===== config.mk =====
export PLATFORM = sky130hd
export DESIGN_NAME = spi_apb_sequencer
export DESIGN_NICKNAME = d
export VERILOG_FILES = /design/src/rtl/spi_seq_pkg.sv /design/src/rtl/spi_apb_xact.sv /design/src/rtl/spi_apb_sequencer.sv
export SDC_FILE = /design/constraint.sdc
export NUM_CORES = 1
export LEC_CHECK = 0
export ABC_AREA = 0
export BUFFER_PORTS_ARGS = -buffer_cell sky130_fd_sc_hd__buf_2
export CELL_PAD_IN_SITES_DETAIL_PLACEMENT = 0
export CELL_PAD_IN_SITES_GLOBAL_PLACEMENT = 1
export CORE_MARGIN = 2
export CORE_UTILIZATION = 40
export CTS_CLUSTER_DIAMETER = 60
export DETAILED_ROUTE_END_ITERATION = 10
export PLACE_DENSITY_LB_ADDON = 0.25
export SYNTH_ARGS = -nofsm -noshare
export SYNTH_HDL_FRONTEND = slang
export SYNTH_SLANG_ARGS = --single-unit
export TNS_END_PERCENT = 100

===== constraint.sdc =====
create_clock -name pclk -period 6.8 [get_ports pclk]
set_clock_uncertainty 0.15 [all_clocks]
set_input_delay 0.68 -clock pclk [delete_from_list [all_inputs] [get_ports pclk]]
set_output_delay 0.68 -clock pclk [all_outputs]
set_load 0.005 [all_outputs]

===== src/rtl/spi_seq_pkg.sv =====
// Shared definitions for the CoreSPI APB sequencer.
// Contents: the CoreSPI register map, the STATUS bit positions, the CMD value
// that clears both FIFOs, the FSM state encoding, and a small request record
// with constructors for the single-access APB engine.
package spi_seq_pkg;

    // CoreSPI register map (byte addresses on the 7-bit APB bus)
    localparam logic [6:0] ADDR_CTRL1  = 7'h00;
    localparam logic [6:0] ADDR_RXDATA = 7'h08;
    localparam logic [6:0] ADDR_TXDATA = 7'h0C;
    localparam logic [6:0] ADDR_CMD    = 7'h1C;
    localparam logic [6:0] ADDR_STATUS = 7'h20;
    localparam logic [6:0] ADDR_SSEL   = 7'h24;

    // STATUS bit positions
    localparam int STAT_RX_EMPTY = 2;
    localparam int STAT_RX_OVF   = 4;

    // CMD value: clr_rx | clr_tx
    localparam logic [7:0] CMD_CLR_ALL = 8'h03;

    // FSM states, in sequence order
    typedef logic [3:0] state_t;
    localparam state_t ST_IDLE  = 4'd0;
    localparam state_t ST_CLR   = 4'd1;
    localparam state_t ST_SSEL  = 4'd2;
    localparam state_t ST_EN    = 4'd3;
    localparam state_t ST_TXW   = 4'd4;
    localparam state_t ST_TX    = 4'd5;
    localparam state_t ST_POLL  = 4'd6;
    localparam state_t ST_RX    = 4'd7;
    localparam state_t ST_DESEL = 4'd8;
    localparam state_t ST_DIS   = 4'd9;
    localparam state_t ST_DONE  = 4'd10;

    // One APB access request towards spi_apb_xact
    typedef struct packed {
        logic       start;
        logic       write;
        logic [6:0] addr;
        logic [7:0] wdata;
    } xact_req_t;

    localparam xact_req_t XACT_NONE = '{start: 1'b0, write: 1'b0, addr: 7'h00, wdata: 8'h00};

    function automatic xact_req_t apb_wr(input logic [6:0] addr, input logic [7:0] data);
        xact_req_t r;
        r.start = 1'b1;
        r.write = 1'b1;
        r.addr  = addr;
        r.wdata = data;
        return r;
    endfunction

    function automatic xact_req_t apb_rd(input logic [6:0] addr);
        xact_req_t r;
        r.start = 1'b1;
        r.write = 1'b0;
        r.addr  = addr;
        r.wdata = 8'h00;
        return r;
    endfunction

endpackage


===== src/rtl/spi_apb_xact.sv =====
// Single-access APB master engine (no wait states, no pready).
// A start pulse latches write/addr/wdata and drives the setup cycle on the
// next clock; the access cycle follows, during which ack is high and rdata
// carries prdata. A new start may be issued during the access cycle so that
// accesses run back to back.
// Ports: pclk/aresetn; start, write, addr, wdata (request); ack, rdata
// (completion); psel, penable, pwrite, paddr, pwdata, prdata (APB bus).
module spi_apb_xact
    import spi_seq_pkg::*;
(
    input  logic       pclk,
    input  logic       aresetn,
    input  logic       start,
    input  logic       write,
    input  logic [6:0] addr,
    input  logic [7:0] wdata,
    output logic       ack,
    output logic [7:0] rdata,
    output logic       psel,
    output logic       penable,
    output logic       pwrite,
    output logic [6:0] paddr,
    output logic [7:0] pwdata,
    input  logic [7:0] prdata
);

    logic       psel_q, psel_d;
    logic       penable_q, penable_d;
    logic       pwrite_q, pwrite_d;
    logic [6:0] paddr_q, paddr_d;
    logic [7:0] pwdata_q, pwdata_d;

    // Next bus phase: setup on start, then access, then idle
    always_comb begin
        psel_d    = psel_q;
        penable_d = penable_q;
        pwrite_d  = pwrite_q;
        paddr_d   = paddr_q;
        pwdata_d  = pwdata_q;
        if (start) begin
            psel_d    = 1'b1;
            penable_d = 1'b0;
            pwrite_d  = write;
            paddr_d   = addr;
            pwdata_d  = wdata;
        end else if (psel_q && !penable_q) begin
            penable_d = 1'b1;
        end else begin
            psel_d    = 1'b0;
            penable_d = 1'b0;
        end
    end

    // Bus registers; reset abandons any access in flight
    always_ff @(posedge pclk or negedge aresetn) begin
        if (!aresetn) begin
            psel_q    <= 1'b0;
            penable_q <= 1'b0;
            pwrite_q  <= 1'b0;
            paddr_q   <= 7'h00;
            pwdata_q  <= 8'h00;
        end else begin
            psel_q    <= psel_d;
            penable_q <= penable_d;
            pwrite_q  <= pwrite_d;
            paddr_q   <= paddr_d;
            pwdata_q  <= pwdata_d;
        end
    end

    assign ack     = psel_q & penable_q;
    assign rdata   = prdata;
    assign psel    = psel_q;
    assign penable = penable_q;
    assign pwrite  = pwrite_q;
    assign paddr   = paddr_q;
    assign pwdata  = pwdata_q;

endmodule


===== src/rtl/spi_apb_sequencer.sv =====
// Sequences one CoreSPI instance through complete byte transfers over APB.
// A request (slave-select mask, byte count) clears the FIFOs, selects the
// slave and enables the core; each byte is then written to TXDATA, STATUS is
// polled until RX data is present, and RXDATA is read back. The core is always
// deselected and disabled at the end, even after a timeout or RX overflow.
// Ports: pclk/aresetn; req_* (request handshake); tx_* (TX byte stream);
// rx_valid/rx_data (RX byte stream); done/error/busy (status);
// paddr/psel/penable/pwrite/pwdata/prdata (APB master to CoreSPI).
module spi_apb_sequencer
    import spi_seq_pkg::*;
#(
    parameter int         LEN_W     = 8,
    parameter int         TO_W      = 12,
    parameter logic [7:0] CTRL1_VAL = 8'h03
) (
    input  logic             pclk,
    input  logic             aresetn,
    input  logic             req_valid,
    output logic             req_ready,
    input  logic [7:0]       req_ssel,
    input  logic [LEN_W-1:0] req_len,
    input  logic             tx_valid,
    output logic             tx_ready,
    input  logic [7:0]       tx_data,
    output logic             rx_valid,
    output logic [7:0]       rx_data,
    output logic             done,
    output logic             error,
    output logic             busy,
    output logic [6:0]       paddr,
    output logic             psel,
    output logic             penable,
    output logic             pwrite,
    output logic [7:0]       pwdata,
    input  logic [7:0]       prdata
);

    localparam logic [LEN_W-1:0] LEN_ONE = {{(LEN_W-1){1'b0}}, 1'b1};
    localparam logic [TO_W-1:0]  TO_ONE  = {{(TO_W-1){1'b0}}, 1'b1};
    // The read that would make the count all-ones is the last one allowed
    localparam logic [TO_W-1:0]  TO_LAST = {{(TO_W-1){1'b1}}, 1'b0};

    state_t           state_q, state_d;
    logic [7:0]       ssel_q, ssel_d;
    logic [LEN_W-1:0] len_q, len_d;
    logic [TO_W-1:0]  to_cnt_q, to_cnt_d;
    logic             error_q, error_d;
    logic             tx_ready_q, tx_ready_d;
    logic             rx_valid_q, rx_valid_d;
    logic [7:0]       rx_data_q, rx_data_d;
    logic             done_q, done_d;
    logic             busy_q, busy_d;
    logic             req_ready_q, req_ready_d;

    xact_req_t        xreq_s;
    logic             ack_s;
    logic [7:0]       rdata_s;
    logic             go_byte_s;
    logic             go_desel_s;

    // FSM next state, APB request selection and counter updates
    always_comb begin
        state_d    = state_q;
        ssel_d     = ssel_q;
        len_d      = len_q;
        to_cnt_d   = to_cnt_q;
        error_d    = error_q;
        tx_ready_d = 1'b0;
        rx_valid_d = 1'b0;
        rx_data_d  = rx_data_q;
        done_d     = 1'b0;
        xreq_s     = XACT_NONE;
        go_byte_s  = 1'b0;
        go_desel_s = 1'b0;

        case (state_q)
            ST_IDLE: begin
                if (req_valid) begin
                    ssel_d  = req_ssel;
                    len_d   = req_len;
                    error_d = 1'b0;
                    xreq_s  = apb_wr(ADDR_CMD, CMD_CLR_ALL);
                    state_d = ST_CLR;
                end else begin
                    state_d = ST_IDLE;
                end
            end
            ST_CLR: begin
                if (ack_s) begin
                    xreq_s  = apb_wr(ADDR_SSEL, ssel_q);
                    state_d = ST_SSEL;
                end else begin
                    state_d = ST_CLR;
                end
            end
            ST_SSEL: begin
                if (ack_s) begin
                    xreq_s  = apb_wr(ADDR_CTRL1, CTRL1_VAL);
                    state_d = ST_EN;
                end else begin
                    state_d = ST_SSEL;
                end
            end
            ST_EN: begin
                if (ack_s) begin
                    go_desel_s = (len_q == '0);
                    go_byte_s  = (len_q != '0);
                end else begin
                    state_d = ST_EN;
                end
            end
            ST_TXW: begin
                go_byte_s = 1'b1;
            end
            ST_TX: begin
                if (ack_s) begin
                    to_cnt_d = '0;
                    xreq_s   = apb_rd(ADDR_STATUS);
                    state_d  = ST_POLL;
                end else begin
                    state_d = ST_TX;
                end
            end
            ST_POLL: begin
                if (!ack_s) begin
                    state_d = ST_POLL;
                end else if (rdata_s[STAT_RX_OVF]) begin
                    error_d    = 1'b1;
                    go_desel_s = 1'b1;
                end else if (rdata_s[STAT_RX_EMPTY]) begin
                    if (to_cnt_q == TO_LAST) begin
                        error_d    = 1'b1;
                        go_desel_s = 1'b1;
                    end else begin
                        to_cnt_d = to_cnt_q + TO_ONE;
                        xreq_s   = apb_rd(ADDR_STATUS);
                    end
                end else begin
                    xreq_s  = apb_rd(ADDR_RXDATA);
                    state_d = ST_RX;
                end
            end
            ST_RX: begin
                if (ack_s) begin
                    rx_data_d  = rdata_s;
                    rx_valid_d = 1'b1;
                    len_d      = len_q - LEN_ONE;
                    go_desel_s = (len_q == LEN_ONE);
                    go_byte_s  = (len_q != LEN_ONE);
                end else begin
                    state_d = ST_RX;
                end
            end
            ST_DESEL: begin
                if (ack_s) begin
                    xreq_s  = apb_wr(ADDR_CTRL1, 8'h00);
                    state_d = ST_DIS;
                end else begin
                    state_d = ST_DESEL;
                end
            end
            ST_DIS: begin
                if (ack_s) begin
                    done_d  = 1'b1;
                    state_d = ST_DONE;
                end else begin
                    state_d = ST_DIS;
                end
            end
            ST_DONE: begin
                state_d = ST_IDLE;
            end
            default: begin
                state_d = ST_IDLE;
            end
        endcase

        // A byte starts straight away when the client already has data ready,
        // so a zero-stall stream keeps the APB bus back to back
        if (go_byte_s) begin
            if (tx_valid) begin
                tx_ready_d = 1'b1;
                xreq_s     = apb_wr(ADDR_TXDATA, tx_data);
                state_d    = ST_TX;
            end else begin
                state_d = ST_TXW;
            end
        end else if (go_desel_s) begin
            xreq_s  = apb_wr(ADDR_SSEL, 8'h00);
            state_d = ST_DESEL;
        end else begin
            xreq_s = xreq_s;
        end

        busy_d      = (state_d != ST_IDLE);
        req_ready_d = (state_d == ST_IDLE);
    end

    // FSM, counters and registered client-side outputs
    always_ff @(posedge pclk or negedge aresetn) begin
        if (!aresetn) begin
            state_q     <= ST_IDLE;
            ssel_q      <= 8'h00;
            len_q       <= '0;
            to_cnt_q    <= '0;
            error_q     <= 1'b0;
            tx_ready_q  <= 1'b0;
            rx_valid_q  <= 1'b0;
            rx_data_q   <= 8'h00;
            done_q      <= 1'b0;
            busy_q      <= 1'b0;
            req_ready_q <= 1'b1;
        end else begin
            state_q     <= state_d;
            ssel_q      <= ssel_d;
            len_q       <= len_d;
            to_cnt_q    <= to_cnt_d;
            error_q     <= error_d;
            tx_ready_q  <= tx_ready_d;
            rx_valid_q  <= rx_valid_d;
            rx_data_q   <= rx_data_d;
            done_q      <= done_d;
            busy_q      <= busy_d;
            req_ready_q <= req_ready_d;
        end
    end

    spi_apb_xact u_xact (
        .pclk    (pclk),
        .aresetn (aresetn),
        .start   (xreq_s.start),
        .write   (xreq_s.write),
        .addr    (xreq_s.addr),
        .wdata   (xreq_s.wdata),
        .ack     (ack_s),
        .rdata   (rdata_s),
        .psel    (psel),
        .penable (penable),
        .pwrite  (pwrite),
        .paddr   (paddr),
        .pwdata  (pwdata),
        .prdata  (prdata)
    );

    assign req_ready = req_ready_q;
    assign tx_ready  = tx_ready_q;
    assign rx_valid  = rx_valid_q;
    assign rx_data   = rx_data_q;
    assign done      = done_q;
    assign error     = error_q;
    assign busy      = busy_q;

endmodule


### Word level (Yosys, flattened, before mapping)

Cells that the tools add are included.

| storage, ports and cells | value |
|---|---|
| bits in registers | 64 |
| output and inout port bits | 32 |
| bits of input ports | 36 |
| word-level logic and storage cells | 118 |

| cells by class | value |
|---|---|
| mux-type cells | 62 |
| add/sub/neg operators | 2 |
| reductions and logical operators | 15 |
| bitwise operators | 1 |
| eq/ne operators | 22 |

Operators with widths:

| operator | number |
|---|---|
| 17-bit two-way mux | 12 |
| 17-bit one-hot mux with 6 select lines | 1 |
| 12-bit two-way mux | 5 |
| 4-bit one-hot mux with 10 select lines | 1 |
| 4-bit two-way mux | 7 |
| 1-bit two-way mux | 26 |
| 12-bit one-hot mux with 2 select lines | 1 |
| 4-bit by 3-bit equality test with 1-bit output (second input constant) | 4 |
| 8-bit two-way mux | 2 |
| 2-bit != test (second input constant) | 8 |
| 8-bit one-hot mux with 2 select lines | 1 |
| 12-bit by 1-bit adder with 12-bit output (second input constant) | 1 |
| 12-bit equality test (second input constant) | 1 |
| 4-bit by 2-bit equality test with 1-bit output (second input constant) | 2 |
| 4-bit equality test (second input constant) | 2 |
| 8-bit by 1-bit equality test with 1-bit output (second input constant) | 1 |
| 4-bit zero test | 2 |
| 8-bit zero test | 1 |
| 8-bit by 1-bit != test with 1-bit output (second input constant) | 1 |
| 8-bit nonzero test | 1 |
| 8-bit by 1-bit subtractor with 8-bit output (second input constant) | 1 |
| 2-bit two-way mux | 3 |
| 3-bit != test (second input constant) | 2 |
| 1-bit one-hot mux with 3 select lines | 2 |
| 11 further kinds | 14 |

### Longest topological paths before layout

Gate-level depths: netlist (run 1).

| depth | value |
|---|---|
| depth in word-level cells | 9 |
| mapped depth | 10 |
| gate-level depth less buffers | 9 |

### By module

From an unflattened synthesis (run 1), not the netlist that was laid out.

| second synthesis, totals | value |
|---|---|
| cells, all modules | 326 |
| area total of the unflattened synthesis | 3,309.4 um^2 |

Modules (own cells, without submodules):

| module | sequential area each (um^2) | area an instance (um^2) | instances | cells each |
|---|---|---|---|---|
| spi_apb_sequencer | 1,152.4 | 2,534.9 | 1 | 278 |
| spi_apb_xact | 450.4 | 774.5 | 1 | 48 |

### Worst setup path after synthesis (run 1)

OpenSTA, ideal clock, no wires.

| timing path | value |
|---|---|
| path type | flip-flop to flip-flop |
| start | reg state_q[3] |
| end | reg u_xact.pwdata_q[0] (netlist: u_xact.pwdata[0]) |
| period minus slack after synthesis | 2.180 ns |
| stages on the path, launching flop included | 9 |
| arrival | 1.883 ns |
| path slack | 4.620 ns |
| path buffers | 2 |
| data required time | 6.503 ns |
| library setup time | 0.147 ns |
| cells stage by stage | dfrtp_1 -> buf_6 -> nand2b_4 -> buf_6 -> or3_4 -> nor3_1 -> nor2_2 -> a2111oi_0 -> a311oi_1 |

| between the ends | value |
|---|---|
| longest elaborated chain between the ends | 4 |
| elaborated cells on any way between the ends | 15 |
| those cells by class | 8 x eq/ne; 6 x mux; 1 x reduce/logical |

RTL lines:

| element | line | RTL |
|---|---|---|
| start, declared | spi_apb_sequencer.sv:43 | `state_t state_q, state_d;` |
| start signal, assigned | spi_apb_sequencer.sv:214 | `state_q <= state_d;` |
| 4-bit equality test, or another cell as far along | spi_apb_sequencer.sv:76 | `case (state_q)` |
| 17-bit one-hot mux with 6 select lines or 1-bit one-hot mux with 3 select lines (tied branches) | spi_apb_sequencer.sv:76 |  |
| 17-bit two-way mux (on tied branches) | spi_apb_sequencer.sv:188, spi_apb_sequencer.sv:181 |  |
| 17-bit two-way mux * | spi_apb_sequencer.sv:180 | `if (go_byte_s) begin` |
| end signal, assigned | spi_apb_xact.sv:67 | `pwdata_q <= pwdata_d;` |
| end, declared | spi_apb_xact.sv:31 | `logic [7:0] pwdata_q, pwdata_d;` |

Every way passes the cells marked *; elsewhere a longest branch is shown, timed or not.
A chain may end at the register's enable or synchronous reset.

### Final worst setup path (run 1)

| timing path | value |
|---|---|
| start | reg state_q[2] |
| end | reg u_xact.psel_q (netlist: u_xact.psel) |

| between the ends | value |
|---|---|
| longest elaborated chain between the ends | 5 |
| elaborated cells on any way between the ends | 17 |
| those cells by class | 9 x eq/ne; 7 x mux; 1 x reduce/logical |

RTL lines:

| element | line | RTL |
|---|---|---|
| 4-bit equality test, or another cell as far along | spi_apb_sequencer.sv:76 |  |
| 17-bit one-hot mux with 6 select lines or 1-bit one-hot mux with 3 select lines (tied branches) | spi_apb_sequencer.sv:76 |  |
| 17-bit two-way mux (on tied branches) | spi_apb_sequencer.sv:188, spi_apb_sequencer.sv:181 |  |
| 17-bit two-way mux * | spi_apb_sequencer.sv:180 |  |
| 2-bit != test (no line) or 1-bit two-way mux (tied branches) | - |  |
| end signal, assigned | spi_apb_xact.sv:63 | `psel_q <= psel_d;` |
| end, declared | spi_apb_xact.sv:27 | `logic psel_q, psel_d;` |

Marked as above.

==> impl_metrics.env, run 1 <==
export IMPL_status="completed"
export IMPL_period_share_pct=39.12
export IMPL_grt_ovfl_total=0
export IMPL_drive_gt1_share_pct=27.18
export IMPL_grt_usage_pct=17.88
export IMPL_maxSlewViolCount=0
export IMPL_synth_top_cells_by_area="dfrtp_1, nand2_1, o21ai_0, nor2_1, mux2_2"
export IMPL_max_freq_mhz=375.9
export IMPL_antenna_found_initial=0
export IMPL_worstPathMaxFanout=14
export IMPL_power_density_nw_per_um2=384.8
export IMPL_worstPathRequired_ns=6.85
export IMPL_ys_flop_type="dfrtp_1"
export IMPL_async_flop_share_pct=100.0
export IMPL_setup_viol=0
export IMPL_syn_inst=312
export IMPL_drc=0
export IMPL_utilization_pct=49.31
export IMPL_synth_top_area_cell="dfrtp_1"
export IMPL_die_x_um=91.33
export IMPL_grt_max_degree=62
export IMPL_power_uw=1391
export IMPL_crit_chain="mux2_2 -> nand4_1 -> a22oi_1 -> nand2b_2 -> inv_1 -> nor4_4 -> o21ai_0"
export IMPL_coreArea_um2=7331
export IMPL_via_per_inst=5.119
export IMPL_tightest_slew_ns=1.077
export IMPL_fp_dieArea_um2=8340
export IMPL_worst_r2r_setup_slack_ns=4.14
export IMPL_clockRootBuffer="clkbuf_8"
export IMPL_cp_startpoint="state_q[2]"
export IMPL_ant_nets=0
export IMPL_ctsLongestPathBuffers=2
export IMPL_cp_end_kind="flip-flop"
export IMPL_vias=2447
export IMPL_path_buf_inv=1
export IMPL_antenna_cells=0
export IMPL_r2r_start="state_q[2]"
export IMPL_syn2layout_area_growth_pct=18.50
export IMPL_critical_path_top_delay_family="simple AND/OR/NAND/NOR gates"
export IMPL_grt_use_met2_pct=25.99
export IMPL_syn_area_per_cell_um2=9.777
export IMPL_nets=415
export IMPL_yosys_warnings=0
export IMPL_cts_tree="built"
export IMPL_path_class="reg -> reg"
export IMPL_numCtsBuffers=9
export IMPL_hold_ws_ns=0.3285
export IMPL_vdd_drop_max_mv=0.1554
export IMPL_fp_dieH_um=91.33
export IMPL_use_met3_pct=4.315
export IMPL_clk_latency_ns=0.34
export IMPL_seq_area_frac_synth_pct=50.08
export IMPL_hold_buffers=0
export IMPL_synth_edff_count=0
export IMPL_maxCapViolCount=0
export IMPL_leakage_uw=0.001776
export IMPL_design_area_um2=3615
export IMPL_critical_path_arrival_ns=2.71
export IMPL_cts_htree_levels=3
export IMPL_hold_viol=0
export IMPL_slowest_stage="dfrtp_1"
export IMPL_routedWlPerCell_um=14.60
export IMPL_hpwlAfterDp_mm=4.875
export IMPL_clk_pin_slew_worst_paths_ns=0.07
export IMPL_min_path_type="in -> async"
export IMPL_drtIter0Drc=103
export IMPL_grt_pass1_wl_mm=11.73
export IMPL_ys_ff_latch=61
export IMPL_postCtsSetupBuffers=0
export IMPL_critPathMaxStageDelay_ns=0.64
export IMPL_synth_distinct_cells=52
export IMPL_gp_congestion=0.7740
export IMPL_grt_use_met1_pct=26.10
export IMPL_pin_count=68
export IMPL_post_dp_cell_area_um2=3416
export IMPL_startpoint_type="flip-flop"
export IMPL_period_needed_ns=2.660
export IMPL_row_count=31
export IMPL_rsz0062_at_grt="no"
export IMPL_netlist_area_um2=3050
export IMPL_first_pass_iters=4
export IMPL_start_util_pct=41.61
export IMPL_cts_sinks=61
export IMPL_routed_wl_mm=6.978
export IMPL_grt_pass1_vias=2282
export IMPL_tns_ns=0
export IMPL_synth_top_area_share_pct=49.22
export IMPL_max_slew_margin_rel_pct=27.63
export IMPL_cts_resized=0
export IMPL_io_buffers=64
export IMPL_grt_busiest_layer="met1"
[cell usage after synthesis (all sizes together), types with 2 or more instances]
cell	number
nand2b	4
xor2	8
inv	8
nor3b	2
nand2	44
o31ai	3
a311oi	2
nand4	7
or2	2
a21oi	12
nor3	12
and3	5
nor4	4
dfrtp	60
a22o	6
a31oi	2
o21ai	24
nor2b	3
buf	9
nand3	10
a22oi	3
ha	5
clkbuf	7
mux2	9
a2111oi	3
a21o	8
or3	5
nor2	31
[state kept, by name, summed over array words and instances (netlist names), 4 cells and up]
signal,flops
u_xact.pwdata,8
rx_data,8
len_q,8
u_xact.paddr,4
ssel_q,8
to_cnt_q,12
state_q,4
[worst reg2reg max path, cell delays in order, from the launching register on]
cell      delay [ns]
dfrtp_1         0.64
mux2_2          0.25
nand4_1         0.12
a22oi_1         0.24
nand2b_2        0.24
inv_1           0.23
nor4_4          0.51
o21ai_0         0.16
[per-layer routing]
metal | share of wire (%) | vias up | wire length (um)
met4 | 1.1 | 0 | 78
met3 | 3.6 | 7 | 251
met5 | 0 | - | 0
met1 | 50 | 1161 | 3474
met2 | 45 | 51 | 3174
li1 | - | 1228 | -
[cell type report]
class | instances | area [um2]
fillers | 734 | 3716
clock buffers | 9 | 123.9
well taps | 99 | 123.9
flip-flops and latches | 61 | 1528
multi-input cells | 229 | 1406
inverters | 8 | 30.03
clock inverters | 7 | 75.07
repair buffers | 65 | 327.8
[cells by family (layout without fill, tap and decap cells)]
kind of cell	count (synthesis)	count (layout)	synth area share (%)
AOI/OAI and AO/OA	70	70	15.34
and+or+nand+nor	133	133	22.40
adders and majority gates	5	5	2.051
buffers and inverters	24	89	4.061
xor gates and xnor gates	8	8	2.297
DFF	61	61	50.08
other	1	3	0.1229
muxes	10	10	3.651
[placed cells by master (no fill, tap or decap), types with 4 or more instances in the layout]
| cell type | netlist | routed |
|---|---|---|
| mux2_2 | 9 | 9 |
| nor2_1 | 30 | 30 |
| clkbuf_8 | 0 | 9 |
| o21ai_0 | 23 | 23 |
| nand2_1 | 44 | 44 |
| nor3_1 | 11 | 11 |
| a22o_1 | 6 | 6 |
| ha_1 | 5 | 5 |
| a21o_1 | 8 | 8 |
| nand3_1 | 10 | 10 |
| inv_1 | 8 | 8 |
| xor2_1 | 8 | 8 |
| nand4_1 | 6 | 6 |
| and3_1 | 5 | 5 |
| or3_1 | 4 | 4 |
| buf_2 | 3 | 64 |
| a21oi_1 | 12 | 12 |
| dfrtp_1 | 60 | 60 |
[per-stage QoR]
stage | cells | setup slack (ns)
global route | 478 | 3.813
CTS | 478 | 4.138
floorplan | 314 | 4.620
detailed placement | 462 | 4.126
finish | 478 | 4.140
global placement | 462 | 4.166
[report_power, final]
| group | switching [uW] | internal, uW |
|---|---|---|
| clock | 152 | 170 |
| combinational | 262 | 212 |
| sequential | 105 | 490 |
| total | 519 | 872 |
[path summary, 6_finish.rpt]
path / endpoint / cells after the start
worst max register to register: u_xact.psel / 7
worst max-delay path: u_xact.psel / 7
max in group asynchronous: len_q[6] / 2
worst min register to register: ssel_q[2] / 2
min in group pclk: ssel_q[2] / 2
worst min-delay path: to_cnt_q[3] / 2
Power figures use the tool's default switching activity.
==> run 2: changes to the inputs <==
Clock period 6.8 ns to 2.53 ns, I/O delays scaled along.
==> run 2 against run 1 <==
Sequential share of layout area shrank 3.3 points. Clock power grew to 2.7 times the previous value. Sequential power grew to 2.7 times the previous value. Total power grew to 2.8 times the previous value. Combinational power grew to 3.0 times the previous value. Hold slack lost 0.31 ns. Highest routed layer unchanged. Sequential cell count is the same. Largest cell class unchanged. Critical endpoint is now u_xact.pwdata[1]. Fmax grew 16%. Critical path depth shrank 1.
==> impl_metrics.env, run 2 (synthesis results as in run 1) <==
export IMPL_startpoint_type="flip-flop"
export IMPL_grt_max_degree=38
export IMPL_combPwrFrac_pct=36.6
export IMPL_hpwlAfterDp_mm=5.001
export IMPL_leakage_uw=0.001949
export IMPL_via_per_inst=5.065
export IMPL_io_buffers=64
export IMPL_max_slew_margin_rel_pct=45.52
export IMPL_drtIter0Drc=125
export IMPL_cts_tree="built"
export IMPL_power_uw=3848
export IMPL_status="completed"
export IMPL_hold_viol=0
export IMPL_layout_cells_most_common_list="buf_2, dfrtp_1, nand2_1"
export IMPL_grt_pass1_vias=2552
export IMPL_registers_top_by_ff_count="to_cnt_q"
export IMPL_p_int_uw=2486
export IMPL_ctsLongestPathBuffers=2
export IMPL_maxSlewViolCount=0
export IMPL_fp_dieArea_um2=8340
export IMPL_worstPathMaxFanout=10
export IMPL_grt_usage_pct=18.58
export IMPL_maxCapViolCount=0
export IMPL_multi_input_area_um2=1411
export IMPL_clk_latency_ns=0.34
export IMPL_routedWlPerCell_um=13.77
export IMPL_max_freq_mhz=436.0
export IMPL_tns_ns=0
export IMPL_antenna_cells=0
export IMPL_path_class="reg -> reg"
export IMPL_min_path_type="in -> reg"
export IMPL_layout_commonest_cell="buf_2"
export IMPL_grt_ovfl_total=0
export IMPL_tightest_slew_ns=0.8142
export IMPL_slowest_stage="dfrtp_1"
export IMPL_crit_chain="nand2b_4 -> or3_4 -> nor3_1 -> nor2_2 -> a2111oi_1 -> a311oi_1"
export IMPL_numCtsBuffers=9
export IMPL_cts_sinks=61
export IMPL_pin_count=68
export IMPL_period_share_pct=90.65
export IMPL_row_count=31
export IMPL_cts_htree_levels=3
export IMPL_grt_pass1_wl_mm=12.33
export IMPL_critPathMaxStageDelay_ns=0.46
export IMPL_vias=2588
export IMPL_first_pass_iters=5
export IMPL_cp_end_kind="flip-flop"
export IMPL_seqPwrFrac_pct=40.9
export IMPL_path_buf_inv=0
export IMPL_clockRootBuffer="clkbuf_8"
export IMPL_setup_viol=0
export IMPL_fp_dieH_um=91.33
export IMPL_critical_path_arrival_ns=2.33
export IMPL_drc=0
export IMPL_ant_nets=0
export IMPL_nets=449
export IMPL_antenna_found_initial=0
export IMPL_vdd_drop_max_mv=0.4484
export IMPL_clockPowerShare_pct=22.4
export IMPL_coreArea_um2=7331
export IMPL_power_share_switching_pct=35.39
export IMPL_largest_reg_flops=12
export IMPL_fillCellCount=693
export IMPL_syn2layout_area_growth_pct=28.67
export IMPL_rsz0062_at_grt="no"
export IMPL_p_sw_uw=1362
export IMPL_clk_pin_slew_worst_paths_ns=0.07
export IMPL_critical_path_top_delay_family="simple AND/OR/NAND/NOR gates"
export IMPL_routed_wl_mm=7.038
export IMPL_worstPathRequired_ns=2.57
export IMPL_regArea_um2=1528
export IMPL_gp_congestion=0.8762
export IMPL_drive_gt1_share_pct=29.61
export IMPL_die_x_um=91.33
export IMPL_period_needed_ns=2.293
export IMPL_start_util_pct=41.61
export IMPL_power_density_nw_per_um2=980.4
[run 2: cell types whose count changed in the layout (fill, tap and decap cells not counted)]
cell	change
a2111oi_1	+2
nand2_2	+1
buf_12	+1
clkinv_2	+1
a2111oi_0	-2
dlygate4sd3_1	+15
clkbuf_8	+2
buf_4	+18
clkinv_4	-1
clkinvlp_4	-2
nand2_1	-1
inv_6	-1
[run 2: through the flow]
stage          setup WS, ns  hold slack (ns)  util (%)  cell area [um2]  std cells
6_report             0.2366          0.01372     53.54             3925        511
4_1_cts              0.1689       0.00002254     53.47             3920        511
3_3_place_gp         0.2427           0.1481     48.71             3571        481
5_1_grt             0.05043         0.004001     53.54             3925        511
2_1_floorplan        0.3502          -0.1926         -             3058        314
3_5_place_dp         0.1958           0.1534     48.71             3571        481
[run 2: layout make-up]
cell class / instances / share of cell area, %
repair buffers: 99 / 16.13
multi-input cells: 229 / 35.96
clock buffers: 11 / 3.857
inverters: 8 / 0.7651
clock inverters: 4 / 1.211
well taps: 99 / 3.156
flip-flops and latches: 61 / 38.92
[run 2: path summary, 6_finish.rpt]
path                             startpoint               end  slack (ns)  cells past startpoint
setup / recovery                 state_q[3]  u_xact.pwdata[1]        0.24                      6
hold / removal                    prdata[1]        rx_data[1]        0.01                      2
setup reg to reg                 state_q[3]  u_xact.pwdata[1]        0.24                      6
hold reg to reg            u_xact.pwdata[2]  u_xact.pwdata[2]        0.33                      1
max in group asynchronous           aresetn         ssel_q[2]        1.33                      3
min in group asynchronous           aresetn       to_cnt_q[6]        0.30                      2
[run 2: power groups by stage]
stage | Clock [uW] | Combinational (uW) | Sequential [uW]
2_1_floorplan | 0 | 928 | 1530
3_3_place_gp | 0 | 1380 | 1580
3_5_place_dp | 0 | 1400 | 1590
4_1_cts | 891 | 1420 | 1570
5_1_grt | 941 | 1600 | 1630
6_report | 864 | 1410 | 1580
[run 2: layer usage]
metal | up-vias | share of wire [%] | track usage [%]
met1 | 1224 | 45 | 25.15
li1 | 1291 | - | -
met3 | 4 | 4.5 | 6.224
met5 | - | 0 | 0
met2 | 69 | 50 | 29.07
met4 | 0 | 0.72 | 4.040
[run 2: timing repair]
| action | 4_1_cts | 5_1_grt |
|---|---|---|
| hold endpoints to repair | 37 | 0 |
| hold buffers | 15 | 0 |
| setup buffers | 0 | 0 |
| resized for setup | 0 | 3 |
| setup endpoints to repair | 0 | 2 |
